**src/rtl/code_reader.sv**
```systemverilog
// Snapshot-and-serialize reader for the dual 64-bit register block.
// Emits a header byte (A0|sel) followed by the snapshot, LS byte first, over valid/ready.
module code_reader #(
    parameter int WIDTH = 64
) (
    input  logic             Clk,
    input  logic             Reset,
    input  logic             Req,
    input  logic             ReqSlt,
    input  logic [WIDTH-1:0] Output0,
    input  logic [WIDTH-1:0] Output1,
    output logic [7:0]       Data,
    output logic             Valid,
    input  logic             Ready,
    output logic             Last,
    output logic             Busy,
    output logic             Done,
    output logic             Drop,
    output logic [7:0]       FrameCnt,
    output logic [1:0]       fsm_state
);

    localparam int NBYTES = WIDTH / 8;
    localparam int IDX_W  = (NBYTES > 1) ? $clog2(NBYTES) : 1;
    localparam logic [IDX_W-1:0] LAST_IDX = IDX_W'(NBYTES - 1);

    // Handshake: a byte transfers on any rising edge where Valid & Ready.
    // Valid is a function of state only, never of Ready, and once raised it
    // stays high with Data/Last frozen until that transfer happens.

    typedef enum logic [1:0] {
        IDLE = 2'd0,
        HDR  = 2'd1,
        DATA = 2'd2
    } state_t;

    state_t           state;
    state_t           next_state;
    logic [WIDTH-1:0] snap;
    logic [WIDTH-1:0] shifted;
    logic             sel;
    logic [IDX_W-1:0] idx;
    logic             is_last;

    assign shifted   = snap >> {idx, 3'b000};
    assign is_last   = (idx == LAST_IDX);
    assign Busy      = (state != IDLE);
    assign fsm_state = state;

    always_comb begin
        next_state = state;
        Valid      = 1'b0;
        Last       = 1'b0;
        Data       = 8'h00;
        case (state)
            IDLE: begin
                if (Req) next_state = HDR;
            end
            HDR: begin
                Valid = 1'b1;
                Data  = 8'hA0 | {7'd0, sel};
                if (Ready) next_state = DATA;
            end
            DATA: begin
                Valid = 1'b1;
                Data  = shifted[7:0];
                Last  = is_last;
                if (Ready && is_last) next_state = IDLE;
            end
            default: next_state = IDLE;
        endcase
    end

    always_ff @(posedge Clk) begin
        if (Reset) begin
            state    <= IDLE;
            snap     <= '0;
            sel      <= 1'b0;
            idx      <= '0;
            Done     <= 1'b0;
            Drop     <= 1'b0;
            FrameCnt <= 8'd0;
        end else begin
            state <= next_state;
            Done  <= 1'b0;
            Drop  <= 1'b0;
            case (state)
                IDLE: begin
                    if (Req) begin
                        snap <= ReqSlt ? Output1 : Output0;
                        sel  <= ReqSlt;
                        idx  <= '0;
                    end
                end
                HDR: begin
                    if (Req) Drop <= 1'b1;
                    if (Ready) idx <= '0;
                end
                DATA: begin
                    // Requests while busy are discarded, only flagged.
                    if (Req) Drop <= 1'b1;
                    if (Ready) begin
                        if (is_last) begin
                            Done     <= 1'b1;
                            FrameCnt <= FrameCnt + 8'd1;
                        end else begin
                            idx <= idx + 1'b1;
                        end
                    end
                end
                default: ;
            endcase
        end
    end

endmodule
```
**config.mk**
```make
export PLATFORM = sky130hd
export DESIGN_NAME = code_reader
export DESIGN_NICKNAME = d
export VERILOG_FILES = /design/src/rtl/code_reader.sv
export SDC_FILE = /design/constraint.sdc
export NUM_CORES = 1
export LEC_CHECK = 0
export ABC_AREA = 1
export BUFFER_PORTS_ARGS = -buffer_cell sky130_fd_sc_hd__buf_2
export CORE_MARGIN = 10
export CORE_UTILIZATION = 45
export DETAILED_ROUTE_END_ITERATION = 10
export GPL_TIMING_DRIVEN = 0
export PLACE_DENSITY_LB_ADDON = 0.15
export SYNTH_ARGS = -nofsm -noshare
export SYNTH_HDL_FRONTEND = slang
export SYNTH_SLANG_ARGS = --single-unit
```
**constraint.sdc**
```tcl
create_clock -name Clk -period 1.75 [get_ports Clk]
set_input_delay 0.4375 -clock Clk [delete_from_list [all_inputs] [get_ports Clk]]
set_output_delay 0.4375 -clock Clk [all_outputs]
set_load 0.005 [all_outputs]
```
==> reports/qor.txt, run 1 <==
Total Power: 8.27 mW
Hold Path Class: in -> reg
Syn Inst Count: 689
# setup viols final: 9
Tot GR Track Use: 19.8%
Post-synth EDFFs: 0
Synthesized area: 4550 µm²
CP Data Required Time: 1.31 ns
Slew @ Worst Pin: 0.420 ns
Syn nets: 832
GP Congestion: 0.871
Share of cells above drive strength 1: 31.4%
Max Freq: 472 MHz
ANT cells: 0
Routed Antenna Nets: 0
Drt first pass iters: 5
Die Ht: 121 µm
CP Capture Type: output port
Via count: 4994
Ys flop type: dfxtp_1
Layout area overhead: 32.3%
Synth area leader: dfxtp_1
Clk sink count: 80
Final TNS setup: -2.69 ns
Number of synthesis warnings: 0
Htree depth: 3
Vias in the first global route: 4984
Count of final hold-check violations: 0
CTS max path bufs: 2
CP arrival: 1.68 ns
Global-route wire length before repair: 24000 µm
Seq cells post-synth: 80
Worst-path clk slew: 0.08 ns
Clk_lat worst skew: 0.35 ns
DR WL/cell: 14.9 µm
Minimum clock period: 2.12 ns
Nets: 1005
Buffers on Ports: 154
Count of cell types in the netlist: 26
Root Driver: clkbuf_8
Die area: 14500 µm²
Failing checks: setup timing
Count leader, synth: nand2_1
Setup slack after layout: -0.370 ns
Status: complete, but fails checks
Mean Syn Cell Area: 6.61 µm²
Worst slew margin: 72.0%
PwrDens: 1370 nW/µm²
CTS tree: built
Total wire length: 14900 µm
Period utilization: 121%
Die width: 121 µm
Vias/cell: 5.00
Layout Utilization: 61.4%
Seq/Total Area, Yosys: 35.2%
WS Path Type: reg -> out
Crit Path Max Fanout: 8
Area share of the largest cell type after synthesis: 35.2%
Hold_buf cts: 0
Top post-synthesis cells by count: 173 x nand2_1, 107 x inv_1, 84 x nand3_1
Row cnt: 36
Initial core utilization: 46.4%
Unrepaired setup endpoints after global routing: true
Max-Cap Viols: 0
Core Box Area: 9820 µm²
Top-Level Pins: 156
Area after DPL: 5490 µm²
Remaining DRCs: 0
Filler cell count: 970
Leak: 3.24 nW
CTS Buf Count: 9
Ranking of synthesized cells by area: dfxtp_1 35%, nand2_1 14%, o211ai_1 11%, nand3_1 9.2%, inv_1 8.8%
Initial antenna violation count: 0
Clock Skew: 0.0106 ns
GRT overflow: 0
Post-synth ARST share: 0%
Initial DRC count: 264
Largest net degree at the start of global routing: 13
Final instance area: 6030 µm²
Final Max Tran Viols: 0
Peak supply drop: 0.560 mV
DP HPWL: 11600 µm
CP startpoint kind: flop
-- path summary, 6_finish.rpt --
path,startpoint,endpoint,slack [ns],cells after the start
worst max-delay path,idx[0],Data[7],-0.37,9
worst min-delay path,Req,Drop,0.34,3
worst max register to register,fsm_state[0],snap[63],0.17,9
worst min register to register,FrameCnt[4],FrameCnt[4],0.46,2
-- critical path, stage by stage, from the launching register on --
cell	delay [ns]
dfxtp_2	0.36
buf_8	0.15
clkinv_8	0.08
buf_8	0.13
nand2_1	0.06
nand3_2	0.09
nand3_2	0.09
nand3_2	0.09
a21oi_2	0.15
buf_2	0.14
-- sequential cells by signal, summed over array words and instances, names as in the netlist --
| signal | count |
|---|---|
| Done | 1 |
| Drop | 1 |
| FrameCnt | 8 |
| fsm_state | 2 |
| idx | 3 |
| sel | 1 |
| snap | 64 |
-- cell type report --
class	count	area, µm²	share of cell area [%]
Inverter	110	428	7.10
Clock inverter	4	95.1	1.58
Multi-Input combinational cell	452	2450	40.6
Sequential cell	80	1610	26.7
Tap cell	133	166	2.76
Timing Repair Buffer	162	833	13.8
Buffer	47	319	5.29
Clock buffer	10	128	2.12
-- power by group --
part	internal, mW	total (mW)	switching, mW	leakage, nW
combinational	1.66	4.04	2.37	2.47
sequential	2.31	2.65	0.343	0.662
clock	0.931	1.57	0.644	0.112
total	4.91	8.27	3.36	3.24
-- timing repair --
action                     in CTS  in global routing
setup endpoints to repair      15                 23
setup buffers                   3                  1
pin swaps                      13                 11
cloned                          3                  1
gates resized for setup        50                 41
-- metrics by stage --
step / worst slack (ns) / std cells / hold slack [ns]
after floorplan: 0.160 / 689 / 0.450
after global placement: -0.170 / 976 / 0.441
after detailed placement: -0.187 / 976 / 0.452
after CTS: -0.326 / 996 / 0.323
after global routing: -0.438 / 998 / 0.334
final: -0.370 / 998 / 0.336
-- cells by family (layout without fill, tap and decap cells) --
group | Yosys count | after routing | synth area share [%]
adder cells (fa/ha/maj) | 10 | 10 | 2.75
buffers and inverters | 157 | 333 | 14.8
AND/OR/NAND/NOR | 318 | 318 | 29.8
flip-flops | 80 | 80 | 35.2
AO/OA/AOI/OAI | 124 | 124 | 17.4
-- metal layers --
layer | GRT usage, % | vias to the layer above | routed length, µm
li1 | - | 2586 | -
met1 | 25.7 | 2232 | 6930
met2 | 32.1 | 162 | 6690
met3 | 4.93 | 14 | 1110
met4 | 4.98 | 0 | 153
met5 | 0 | - | 0
-- cell usage in the layout, fill, tap and decap left out, types with 3 or more instances in the layout --
| master | instances |
|---|---|
| nor2_1 | 45 |
| or2_2 | 3 |
| ha_4 | 3 |
| bufinv_16 | 3 |
| buf_8 | 3 |
| a21oi_2 | 3 |
| o211ai_1 | 64 |
| ha_1 | 6 |
| buf_2 | 183 |
| buf_6 | 7 |
| o21ai_0 | 18 |
| o22ai_1 | 4 |
| dfxtp_1 | 76 |
| clkbuf_1 | 4 |
| o21ai_1 | 16 |
| nand3_1 | 69 |
| nand2_2 | 3 |
| inv_2 | 6 |
| nand3_2 | 15 |
| o21ai_2 | 5 |
| inv_1 | 102 |
| nand2_1 | 171 |
| nor3_1 | 3 |
| buf_4 | 9 |
| a21oi_1 | 12 |
| clkbuf_8 | 10 |
Note: power is estimated with default switching activity, not from simulation.
==> run 2: changes to the inputs <==
Settings changed: SETUP_SLACK_MARGIN set to 0.15.
==> run 2 against run 1 <==
The run still ends with setup timing left. Cell count did not move. Sequential share of layout area fell by 0.18 points. Worst setup slack improved by 0.0037 ns. Non-clock buffer count did not move. Clock skew rose by 0.0034 ns. Count of clock-buffer cells in the layout did not move. Core utilization rose by 0.42 points. Clock power barely moved. Power rose by 1.6%. Global-route usage did not move. Critical path type unchanged.
==> reports/qor.txt, run 2 (synthesized netlist as in run 1, its figures left out) <==
Die area: 14500 µm²
Worst hold slack: 0.328 ns
Max-Cap Viols: 0
Layout Utilization: 61.8%
Largest register FFs: 64
Initial DRC count: 218
GRT overflow: 0
WS Path Type: reg -> out
Vias/cell: 5.01
CTS tree: built
DP HPWL: 11600 µm
Remaining DRCs: 0
Die width: 121 µm
Worst-path clk slew: 0.08 ns
Final instance area: 6070 µm²
Worst slew margin: 71.7%
PwrDens: 1380 nW/µm²
Area after DPL: 5490 µm²
Final Max Tran Viols: 0
Clk sink count: 80
Nets: 1005
Htree depth: 3
Most frequent cells in the layout: 181 x buf_2, 169 x nand2_1, 102 x inv_1
Layout area overhead: 33.2%
Crit Path Max Fanout: 8
Clk_lat worst skew: 0.36 ns
Leak: 3.25 nW
CP Capture Type: output port
DR WL/cell: 15.0 µm
Hold_buf cts: 0
Clock Skew: 0.0140 ns
Initial core utilization: 46.4%
Total wire length: 15000 µm
Setup slack after layout: -0.366 ns
GP Congestion: 0.871
Worst reg-to-reg setup slack: 0.23 ns
Routed Antenna Nets: 0
# setup viols final: 9
Peak supply drop: 0.570 mV
CP startpoint kind: flop
Buffers on Ports: 154
Core Box Area: 9820 µm²
Minimum clock period: 2.12 ns
Row cnt: 36
Tot GR Track Use: 19.8%
Period utilization: 121%
Unrepaired setup endpoints after global routing: true
Die Ht: 121 µm
Count of final hold-check violations: 0
Largest net degree at the start of global routing: 13
Root Driver: clkbuf_8
Share of cells above drive strength 1: 32.0%
Reg2Reg Depth: 8
Status: complete, but fails checks
CTS max path bufs: 2
Slew @ Worst Pin: 0.425 ns
Commonest non-fill, non-tap cell in the layout: buf_2
CP Data Required Time: 1.31 ns
CTS Buf Count: 9
Total Power: 8.40 mW
Global-route wire length before repair: 24000 µm
WHS Path Cells: 3
CP arrival: 1.68 ns
Via count: 5000
Hold Path Class: in -> reg
Drt first pass iters: 5
Biggest register: snap
Final TNS setup: -2.67 ns
Max Freq: 473 MHz
Initial antenna violation count: 0
Top flop regs: snap (64), FrameCnt (8), idx (3)
Top-Level Pins: 156
Failing checks: setup timing
ANT cells: 0
Vias in the first global route: 4978
[run 2: cell counts in the layout (fill, tap and decap cells not counted)]
Identical to the previous run, type by type.
[run 2: what timing repair did]
item / 4_1_cts / 5_1_grt
endpoints found under the setup margin: 79 / 77
cloned: 3 / 1
endpoints found under the hold margin: 0 / 0
setup buffers: 3 / 1
gates resized for setup: 52 / 54
pin swaps: 13 / 14
[run 2: stage by stage]
step                cells  setup WS [ns]
floorplan             689          0.160
global placement      976         -0.170
detailed placement    976         -0.187
CTS                   996         -0.326
global route          998         -0.437
finish                998         -0.366
[run 2: cell type report]
type                       instances  area (µm²)
fill                             959        3750
multi-input combinational        452        2470
sequential                        80        1610
timing repair buffer             162         840
inverter                         110         435
buffer                            47         327
tap                              133         166
clock buffer                      10         128
clock inverter                     4        95.1
[run 2: where the power goes]
| part | switching, mW | internal [mW] | total [mW] |
|---|---|---|---|
| Combinational | 2.40 | 1.74 | 4.14 |
| Sequential | 0.357 | 2.31 | 2.67 |
| Clock | 0.658 | 0.931 | 1.59 |
| Total | 3.42 | 4.98 | 8.40 |
[run 2: worst paths after layout]
path | start | end
worst max-delay path | idx[0] | Data[7]
worst min-delay path | Req | Drop
worst max register to register | fsm_state[1] | idx[2]
worst min register to register | FrameCnt[4] | FrameCnt[4]
[run 2: worst max-delay path, stage by stage (launching register included)]
cell	delay (ns)
dfxtp_2	0.35
buf_8	0.15
clkinv_8	0.08
buf_8	0.13
nand2_1	0.06
nand3_1	0.09
nand3_2	0.08
nand3_2	0.09
a21oi_2	0.15
buf_2	0.14
[run 2: layer usage]
| layer | GRT usage [%] | part of all wire (%) |
|---|---|---|
| met5 | 0 | 0 |
| met4 | 4.98 | 1.2 |
| met3 | 4.93 | 7.1 |
| met2 | 32.1 | 45 |
| met1 | 25.7 | 47 |
